## config.mk

```make
export PLATFORM = sky130hd
export DESIGN_NAME = apb_master_bridge
export DESIGN_NICKNAME = d
export VERILOG_FILES = /design/src/rtl/apb_pkg.sv /design/src/rtl/apb_timeout_cnt.sv /design/src/rtl/apb_master_bridge.sv
export SDC_FILE = /design/constraint.sdc
export NUM_CORES = 1
export LEC_CHECK = 0
export BUFFER_PORTS_ARGS = -buffer_cell sky130_fd_sc_hd__buf_2
export CORE_AREA = 2 2 110 112
export DETAILED_ROUTE_END_ITERATION = 10
export DIE_AREA = 0 0 112 114
export HOLD_SLACK_MARGIN = 0.08
export PLACE_DENSITY = 0.76
export SLEW_MARGIN = 30
export SYNTH_ARGS = -nofsm -noshare
export SYNTH_HDL_FRONTEND = slang
export SYNTH_SLANG_ARGS = --single-unit
```

## constraint.sdc

```tcl
create_clock -name PCLK -period 2.75 [get_ports PCLK]
set_clock_uncertainty 0.15 [all_clocks]
set_input_delay 0.275 -clock PCLK [delete_from_list [all_inputs] [get_ports PCLK]]
set_output_delay 0.275 -clock PCLK [all_outputs]
set_load 0.02 [all_outputs]
```

## src/rtl/apb_pkg.sv

```systemverilog
//------------------------------------------------------------------------------
// Module  : apb_pkg
// Brief   : APB shared types, default widths and master-bridge FSM states.
// Revision: 1.1
//------------------------------------------------------------------------------
`default_nettype none

package apb_pkg;

  localparam int APB_ADDR_WIDTH = 14;
  localparam int APB_DATA_WIDTH = 32;

  typedef struct packed {
    logic                      psel;
    logic                      penable;
    logic                      pwrite;
    logic [APB_ADDR_WIDTH-1:0] paddr;
    logic [APB_DATA_WIDTH-1:0] pwdata;
  } apb_req_s;

  typedef struct packed {
    logic                      pready;
    logic                      pslverr;
    logic [APB_DATA_WIDTH-1:0] prdata;
  } apb_resp_s;

  typedef enum logic [1:0] {
    APB_M_IDLE   = 2'd0,
    APB_M_SETUP  = 2'd1,
    APB_M_ACCESS = 2'd2,
    APB_M_RESP   = 2'd3
  } apb_master_state_e;

endpackage

`default_nettype wire

```

## src/rtl/apb_timeout_cnt.sv

```systemverilog
//------------------------------------------------------------------------------
// Module  : apb_timeout_cnt
// Brief   : ACCESS wait-state counter; used only when APB_TIMEOUT_EN is defined.
// Revision: 1.0
//------------------------------------------------------------------------------
`default_nettype none

module apb_timeout_cnt #(
  parameter int LIMIT = 256
) (
  input  logic clk,
  input  logic rst_n,
  input  logic clear,
  input  logic inc,
  output logic expired
);

  localparam int CNT_WIDTH = $clog2(LIMIT + 1);

  logic [CNT_WIDTH-1:0] cnt_q;
  logic [CNT_WIDTH-1:0] cnt_d;

  always_comb begin
    cnt_d = cnt_q;
    if (clear) begin
      cnt_d = '0;
    end else if (inc) begin
      cnt_d = cnt_q + CNT_WIDTH'(1);
    end
  end

  always_ff @(posedge clk or negedge rst_n) begin
    if (!rst_n) begin
      cnt_q <= '0;
    end else begin
      cnt_q <= cnt_d;
    end
  end

  // Fires on the wait cycle that takes the count to LIMIT.
  assign expired = inc && (cnt_q == CNT_WIDTH'(LIMIT - 1));

endmodule

`default_nettype wire

```

## src/rtl/apb_master_bridge.sv

```systemverilog
//------------------------------------------------------------------------------
// Module  : apb_master_bridge
// Brief   : valid/ready request to multi-slave APB4 master with address decode.
//           Optional ACCESS timeout enabled by defining APB_TIMEOUT_EN.
// Revision: 1.0
//------------------------------------------------------------------------------
`default_nettype none

module apb_master_bridge
  import apb_pkg::*;
#(
  parameter int ADDR_WIDTH      = APB_ADDR_WIDTH,
  parameter int DATA_WIDTH      = APB_DATA_WIDTH,
  parameter int NUM_SLAVES      = 4,
  parameter int SLAVE_ADDR_BITS = 10,
  parameter int TIMEOUT_CYCLES  = 256
) (
  input  logic                           PCLK,
  input  logic                           PRESETn,
  input  logic                           req_valid,
  output logic                           req_ready,
  input  logic                           req_write,
  input  logic [ADDR_WIDTH-1:0]          req_addr,
  input  logic [DATA_WIDTH-1:0]          req_wdata,
  input  logic [DATA_WIDTH/8-1:0]        req_strb,
  output logic                           rsp_valid,
  output logic [DATA_WIDTH-1:0]          rsp_rdata,
  output logic                           rsp_err,
  output logic [ADDR_WIDTH-1:0]          PADDR,
  output logic [NUM_SLAVES-1:0]          PSEL,
  output logic                           PENABLE,
  output logic                           PWRITE,
  output logic [DATA_WIDTH-1:0]          PWDATA,
  output logic [DATA_WIDTH/8-1:0]        PSTRB,
  input  logic [NUM_SLAVES*DATA_WIDTH-1:0] PRDATA,
  input  logic [NUM_SLAVES-1:0]          PREADY,
  input  logic [NUM_SLAVES-1:0]          PSLVERR
);

  localparam int STRB_WIDTH = DATA_WIDTH / 8;
  localparam int IDX_WIDTH  = ADDR_WIDTH - SLAVE_ADDR_BITS;

  apb_master_state_e state_q, state_d;
  logic [ADDR_WIDTH-1:0] addr_q, addr_d;
  logic [DATA_WIDTH-1:0] wdata_q, wdata_d;
  logic [STRB_WIDTH-1:0] strb_q, strb_d;
  logic                  write_q, write_d;
  logic [IDX_WIDTH-1:0]  idx_q, idx_d;
  logic                  err_q, err_d;
  logic [DATA_WIDTH-1:0] rdata_q, rdata_d;

  logic [IDX_WIDTH-1:0]  req_idx;
  logic                  idx_ok;
  logic                  sel_ready;
  logic                  sel_err;
  logic [DATA_WIDTH-1:0] sel_rdata;
  logic                  tmo_expired;
  logic                  bus_active;

  assign req_idx = req_addr[ADDR_WIDTH-1:SLAVE_ADDR_BITS];
  assign idx_ok  = (32'(req_idx) < 32'(NUM_SLAVES));

  // Only the addressed slave's response lines are observed.
  always_comb begin
    sel_ready = 1'b0;
    sel_err   = 1'b0;
    sel_rdata = '0;
    for (int i = 0; i < NUM_SLAVES; i++) begin
      if (idx_q == IDX_WIDTH'(i)) begin
        sel_ready = PREADY[i];
        sel_err   = PSLVERR[i];
        sel_rdata = PRDATA[i*DATA_WIDTH +: DATA_WIDTH];
      end
    end
  end

`ifdef APB_TIMEOUT_EN
  apb_timeout_cnt #(
    .LIMIT (TIMEOUT_CYCLES)
  ) u_timeout_cnt (
    .clk     (PCLK),
    .rst_n   (PRESETn),
    .clear   (state_q == APB_M_SETUP),
    .inc     ((state_q == APB_M_ACCESS) && !sel_ready),
    .expired (tmo_expired)
  );
`else
  assign tmo_expired = 1'b0;
`endif

  always_comb begin
    state_d = state_q;
    addr_d  = addr_q;
    wdata_d = wdata_q;
    strb_d  = strb_q;
    write_d = write_q;
    idx_d   = idx_q;
    err_d   = err_q;
    rdata_d = rdata_q;
    case (state_q)
      APB_M_IDLE: begin
        if (req_valid) begin
          addr_d  = req_addr;
          wdata_d = req_wdata;
          strb_d  = req_write ? req_strb : '0;
          write_d = req_write;
          idx_d   = req_idx;
          rdata_d = '0;
          err_d   = !idx_ok;
          state_d = idx_ok ? APB_M_SETUP : APB_M_RESP;
        end
      end
      APB_M_SETUP: state_d = APB_M_ACCESS;
      APB_M_ACCESS: begin
        if (sel_ready) begin
          err_d   = sel_err;
          rdata_d = (!write_q && !sel_err) ? sel_rdata : '0;
          state_d = APB_M_RESP;
        end else if (tmo_expired) begin
          err_d   = 1'b1;
          rdata_d = '0;
          state_d = APB_M_RESP;
        end
      end
      APB_M_RESP: state_d = APB_M_IDLE;
      default:    state_d = APB_M_IDLE;
    endcase
  end

  always_ff @(posedge PCLK or negedge PRESETn) begin
    if (!PRESETn) begin
      state_q <= APB_M_IDLE;
      addr_q  <= '0;
      wdata_q <= '0;
      strb_q  <= '0;
      write_q <= 1'b0;
      idx_q   <= '0;
      err_q   <= 1'b0;
      rdata_q <= '0;
    end else begin
      state_q <= state_d;
      addr_q  <= addr_d;
      wdata_q <= wdata_d;
      strb_q  <= strb_d;
      write_q <= write_d;
      idx_q   <= idx_d;
      err_q   <= err_d;
      rdata_q <= rdata_d;
    end
  end

  // Select/enable decode straight from state so an async reset drops them at once.
  assign bus_active = (state_q == APB_M_SETUP) || (state_q == APB_M_ACCESS);

  for (genvar g = 0; g < NUM_SLAVES; g++) begin : g_psel
    assign PSEL[g] = bus_active && (idx_q == IDX_WIDTH'(g));
  end

  assign PENABLE   = (state_q == APB_M_ACCESS);
  assign req_ready = (state_q == APB_M_IDLE);
  assign rsp_valid = (state_q == APB_M_RESP);
  assign rsp_rdata = rdata_q;
  assign rsp_err   = err_q;
  assign PADDR     = addr_q;
  assign PWRITE    = write_q;
  assign PWDATA    = wdata_q;
  assign PSTRB     = strb_q;

endmodule

`default_nettype wire

```

; ---- After elaboration in Yosys (flattened, before gate mapping)
; Cells that the tools add are included.
[op_classes]
order_cmp = 1
n_eq_ne = 8
mux = 24
reduce_logical = 15
[ops]
columns = cell, n
row1 = 32-bit 2-to-1 mux, 7
row2 = 32-bit case mux with 2 select lines, 1
row3 = 1-bit 2-to-1 mux, 10
row4 = 4-bit by 2-bit == test with 1-bit output (second input constant), 2
row5 = 2-bit case mux with 4 select lines, 1
row6 = 2-bit 2-to-1 mux, 3
row7 = 1-bit logical AND, 5
row8 = 2-bit == test (second input constant), 2
row9 = 4-bit by 1-bit == test with 1-bit output (second input constant), 1
row10 = 4-bit zero test, 1
row11 = 4-bit by 3-bit < comparator with 1-bit output (second input constant), 1
row12 = 4-bit 2-to-1 mux, 1
row13 = 2-bit AND reduction, 2
row14 = 1-bit zero test, 3
row15 = 3-bit AND reduction, 1
row16 = 2-bit by 1-bit == test with 1-bit output (second input constant), 1
row17 = 2-bit zero test, 1
row18 = 2-bit by 1-bit != test with 1-bit output (second input constant), 1
row19 = 2-bit != test (second input constant), 1
row20 = 1-bit case mux with 2 select lines, 1
row21 = 2-bit nonzero test, 1
row22 = 1-bit logical OR, 1
[word_totals]
reg_bits = 90
in_bits = 190
output_inout_bits = 91
elab_cells = 56

; ---- Longest topological paths before layout
[depth]
ltp_word = 10
depth_mapped = 7
mapped_depth_nobuf = 5

; ---- Worst setup path before layout
; OpenSTA, ideal clock, no wires.
[synth_path]
path_kind = reg2reg
startpoint = register, netlist name PADDR[13]
endpoint = register err_q, in the netlist rsp_err
setup_ns = 0.125
arrival_ns = 1.833
required_time_ns = 2.475
setup_slack_ns = 0.642
path_stages_with_launch = 6
n_path_buf = 1
synth_period_minus_slack_ns = 2.108
path_cell_list = dfrtp_1 > or3_1 > o31a_1 > a22oi_1 > buf_4 > mux2_2
[synth_lines]
columns = item, line
row1 = to (signal assigned), apb_master_bridge.sv:147  ; err_q <= err_d;
row2 = to (decl), apb_master_bridge.sv:49  ; logic err_q, err_d;

==> results by stage <==
Cells and area:
- Cells with a size suffix above 1 make up 64.0% of the layout.
- The post-route core utilization is 60.5%.
- After filler insertion, the fill cell instance count of the layout stands at 912.
- In the layout the commonest cells are 279 x sky130_fd_sc_hd__buf_2, 102 x sky130_fd_sc_hd__mux2_2, 84 x sky130_fd_sc_hd__dfrtp_1, 52 x sky130_fd_sc_hd__dlygate4sd3_1, 35 x sky130_fd_sc_hd__inv_1.
- Compared with the post-synthesis result, the final layout area differs by 49.9%.
- The number of antenna cells inserted is 0.
- The most common cell after layout, fill and taps aside is sky130_fd_sc_hd__buf_2.
- After routing the design area is 7090 um^2.
- The final net count is 883.

STA:
- The clock period could shrink to 2.30 ns.
- The final number of max-transition violations is 0.
- Timing would allow up to 434 MHz.
- Setup repair after global routing left no endpoint under its margin.
- The final count of hold timing violations is 0.
- The tightest hold path in the finished design has a slack of 0.0802 ns.
- For the pin with the worst max-slew slack, the measured transition is 0.662 ns.
- The final cycle utilization of the critical path is 83.7%.
- The final count of negative-setup-slack endpoints is 0.
- The relative max-transition margin is 55.9%.
- The worst-case setup margin in the final layout is 0.448 ns.
- Summed over all failing endpoints, the final setup total negative slack is 0 ns.

Clock tree:
- The clock transition at the registers of the reported paths is 0.07 ns.
- The number of clock sinks is 86.
- The number of clock buffers added by TritonCTS is 9.
- The post-CTS repair timing setup buffer count is 0.
- The clock passes through at most 2 buffers.
- The clock tree synthesis step divided the H-tree into 3 levels.
- The clock insertion delay at the later pin of the skew report is 0.34 ns.
- The root buffer cell chosen for the clock tree is sky130_fd_sc_hd__clkbuf_16.
- TritonCTS built the clock tree.

Floorplanning:
- The initial utilization of the core area, before any placement, comes to 40.4%.
- The die is 114 um tall.
- The area of the die is 12800 um^2.
- The number of ports placed on the die boundary is 281.
- The number of placement rows is 40.
- The horizontal die dimension is 112 um.
- After floorplanning, the core was sized to cover 11700 um^2.

Global route:
- The via count of the first global-routing pass is 4423.
- The overall routing resource usage is 21.6%.
- The global-route wire length before repair is 22000 um.
- Entering global routing, the biggest net connects 56 pins.
- The overall overflow remaining after global route is 0.
- The number of antenna violations at the first check in global routing came to 0.

Critical path:
- The worst setup path is launched from a register.
- The length in cells of the worst reg-to-reg path is 5.
- At the worst endpoint, the required time is 2.85 ns.
- The kind of capture point of the worst setup path is a register.
- For flop-to-flop paths, the worst setup slack is 0.45 ns.
- Grouping stages by cell kind, the critical path spends the most delay in multiplexers.
- The signal arrival time at the worst endpoint is 2.40 ns.
- The worst setup path category is reg2reg.
- The maximum fanout along the worst path is 32.
- The number of buffers and inverters on the critical path is 1.
- The largest individual stage delay along the critical path comes from the cell sky130_fd_sc_hd__mux4_2.
- The signal on the critical path passes through mux4_2, nor4b_4, buf_12, o221ai_2, mux2i_1.
- The endpoint of the worst-slack reg-to-reg timing path is rsp_rdata[11].
- For this run, the slowest stage of the critical path takes 0.59 ns.
- The reg-to-reg critical path startpoint is PADDR[10].

Run:
- The number of max-cap violations is 0.

Drt:
- The number of design rule violations left after detail routing is 0.
- For this block, the initial DRC count from the detailed router was 147.
- The detail route stage leaves a number of antenna-violating nets equal to 0.
- The number of search-and-repair iterations in the first detailed-routing pass is 4.
- The routed design has 14100 um of wire.
- The final route contains 4148 vias.
- In the final routed layout, each cell accounts on average for 16.7 um.
- The detailed-route vias per instance is 4.93.

Logic synthesis:
- The prevailing post-synth register cell is sky130_fd_sc_hd__dfrtp_1.
- The number of instances in the synthesized netlist is 364.
- The cell area that synthesis handed to floorplanning was 4730 um^2.
- In this run, distinct cell masters in the synthesized netlist total 30.
- Synthesis inferred 86 register bits.
- The proportion of synthesized chip area in sequential cells is 45.5%.
- The synthesized area per cell is 13.0 um^2.
- The number of enable flip-flop cells after synthesis is 0.
- The count of warnings emitted by yosys is 0.
- The number of nets in the synthesized netlist is 557.
- In the synthesized netlist the async set-or-reset flop fraction comes to 100%.

Pwr:
- The analysis attributes to cell leakage a power of 3.41 nW.
- The worst supply voltage drop on vdd is 0.642 mV.
- For this design the ratio of total power to cell area is 1020 nW/um^2.

Placement:
- Routability-driven placement finished with a final weighted congestion of 0.820.
- In this run the cell area measured after placement is 6290 um^2.
- Summed over all nets, the half-perimeter wirelength after detailed placement is 9610 um.
- In this run the tool buffered the top-level ports with 280 buffer cells.
- The worst slack at placement is 0.446 ns.

Run status:
- The run finished with clean final reports.

Worst hold path:
- In this run the most critical hold path is launched from req_write.
- The tightest min-delay check is of the in2reg type.
- The worst min-delay path endpoint is PSTRB[2].
- The number of stages on the worst hold path is 3.
==> power by group <==
part | switching, mW | leakage (nW) | internal (mW)
clock network | 0.527 | 0.126 | 0.618
registers | 0.355 | 1.09 | 1.79
logic | 2.20 | 2.20 | 1.73
==> flip-flops by register name, summed over array words and instances (netlist names) <==
name       flops
PWDATA        32
rsp_rdata     32
PADDR         14
PSTRB          4
state_q        2
PWRITE         1
rsp_err        1
==> per-stage QoR <==
step           cells  power [mW]
6_report         842        7.23
5_1_grt          842        7.64
4_1_cts          842        7.22
3_5_place_dp     774        6.00
3_3_place_gp     774        5.90
2_1_floorplan    364        4.86
==> repair_timing <==
item | CTS | global route
hold buffers | 52 | 0
resized for setup | 0 | 0
hold endpoints to repair | 98 | 0
==> cell type report <==
cell class / instances / area (um^2) / share of cell area (%)
clock buffer: 10 / 229 / 3.23
inverter: 35 / 131 / 1.85
multi-input combinational: 216 / 2300 / 32.4
sequential: 86 / 2150 / 30.4
clock inverter: 6 / 45.0 / 0.635
tap: 147 / 184 / 2.59
timing repair buffer: 342 / 2050 / 28.9
==> kinds of logic (layout without fill, tap and decap cells) <==
| group | Yosys count | count (layout) | share of synthesized area, % |
|---|---|---|---|
| mux | 141 | 141 | 34.1 |
| flops | 86 | 86 | 45.5 |
| buf+inv | 62 | 393 | 6.16 |
| compound gates | 40 | 40 | 10.1 |
| simple gates | 32 | 32 | 3.33 |
| fa+ha+maj | 3 | 3 | 0.794 |
==> tightest hold or removal path, stage by stage <==
cell and delay [ns]:
sky130_fd_sc_hd__buf_2 0.13, sky130_fd_sc_hd__nand2_1 0.05, sky130_fd_sc_hd__o21ai_0 0.06
==> cells in the mapped netlist, types with 3 or more instances <==
cell | n | area [um^2]
sky130_fd_sc_hd__dfrtp_1 | 86 | 2150
sky130_fd_sc_hd__mux2_2 | 102 | 1150
sky130_fd_sc_hd__buf_2 | 8 | 40.0
sky130_fd_sc_hd__o221ai_2 | 25 | 375
sky130_fd_sc_hd__mux4_2 | 6 | 135
sky130_fd_sc_hd__buf_6 | 6 | 67.6
sky130_fd_sc_hd__nand2_1 | 17 | 63.8
sky130_fd_sc_hd__o21ai_0 | 5 | 25.0
sky130_fd_sc_hd__ha_1 | 3 | 37.5
sky130_fd_sc_hd__clkbuf_1 | 10 | 37.5
sky130_fd_sc_hd__mux2i_1 | 33 | 330
sky130_fd_sc_hd__nor2_1 | 6 | 22.5
sky130_fd_sc_hd__inv_1 | 35 | 131
==> how the worst max path moves through the flow <==
stage / startpoint / end / cells after the start
3_5_place_dp: PADDR[10] / rsp_rdata[0] / 5
3_3_place_gp: PADDR[10] / rsp_rdata[31] / 5
6_report: PADDR[10] / rsp_rdata[11] / 5
4_1_cts: PADDR[10] / rsp_rdata[0] / 5
5_1_grt: PADDR[10] / rsp_rdata[0] / 5
2_1_floorplan: PADDR[13] / rsp_err / 5
==> layer usage <==
layer	routed length, um	share of wire, %	GRT usage [%]
met2	7370	52	40.5
met3	1190	8.4	6.00
met5	0	0	0
met1	5250	37	23.6
met4	251	1.8	7.32
No activity file was read; power rests on OpenSTA's default activity.
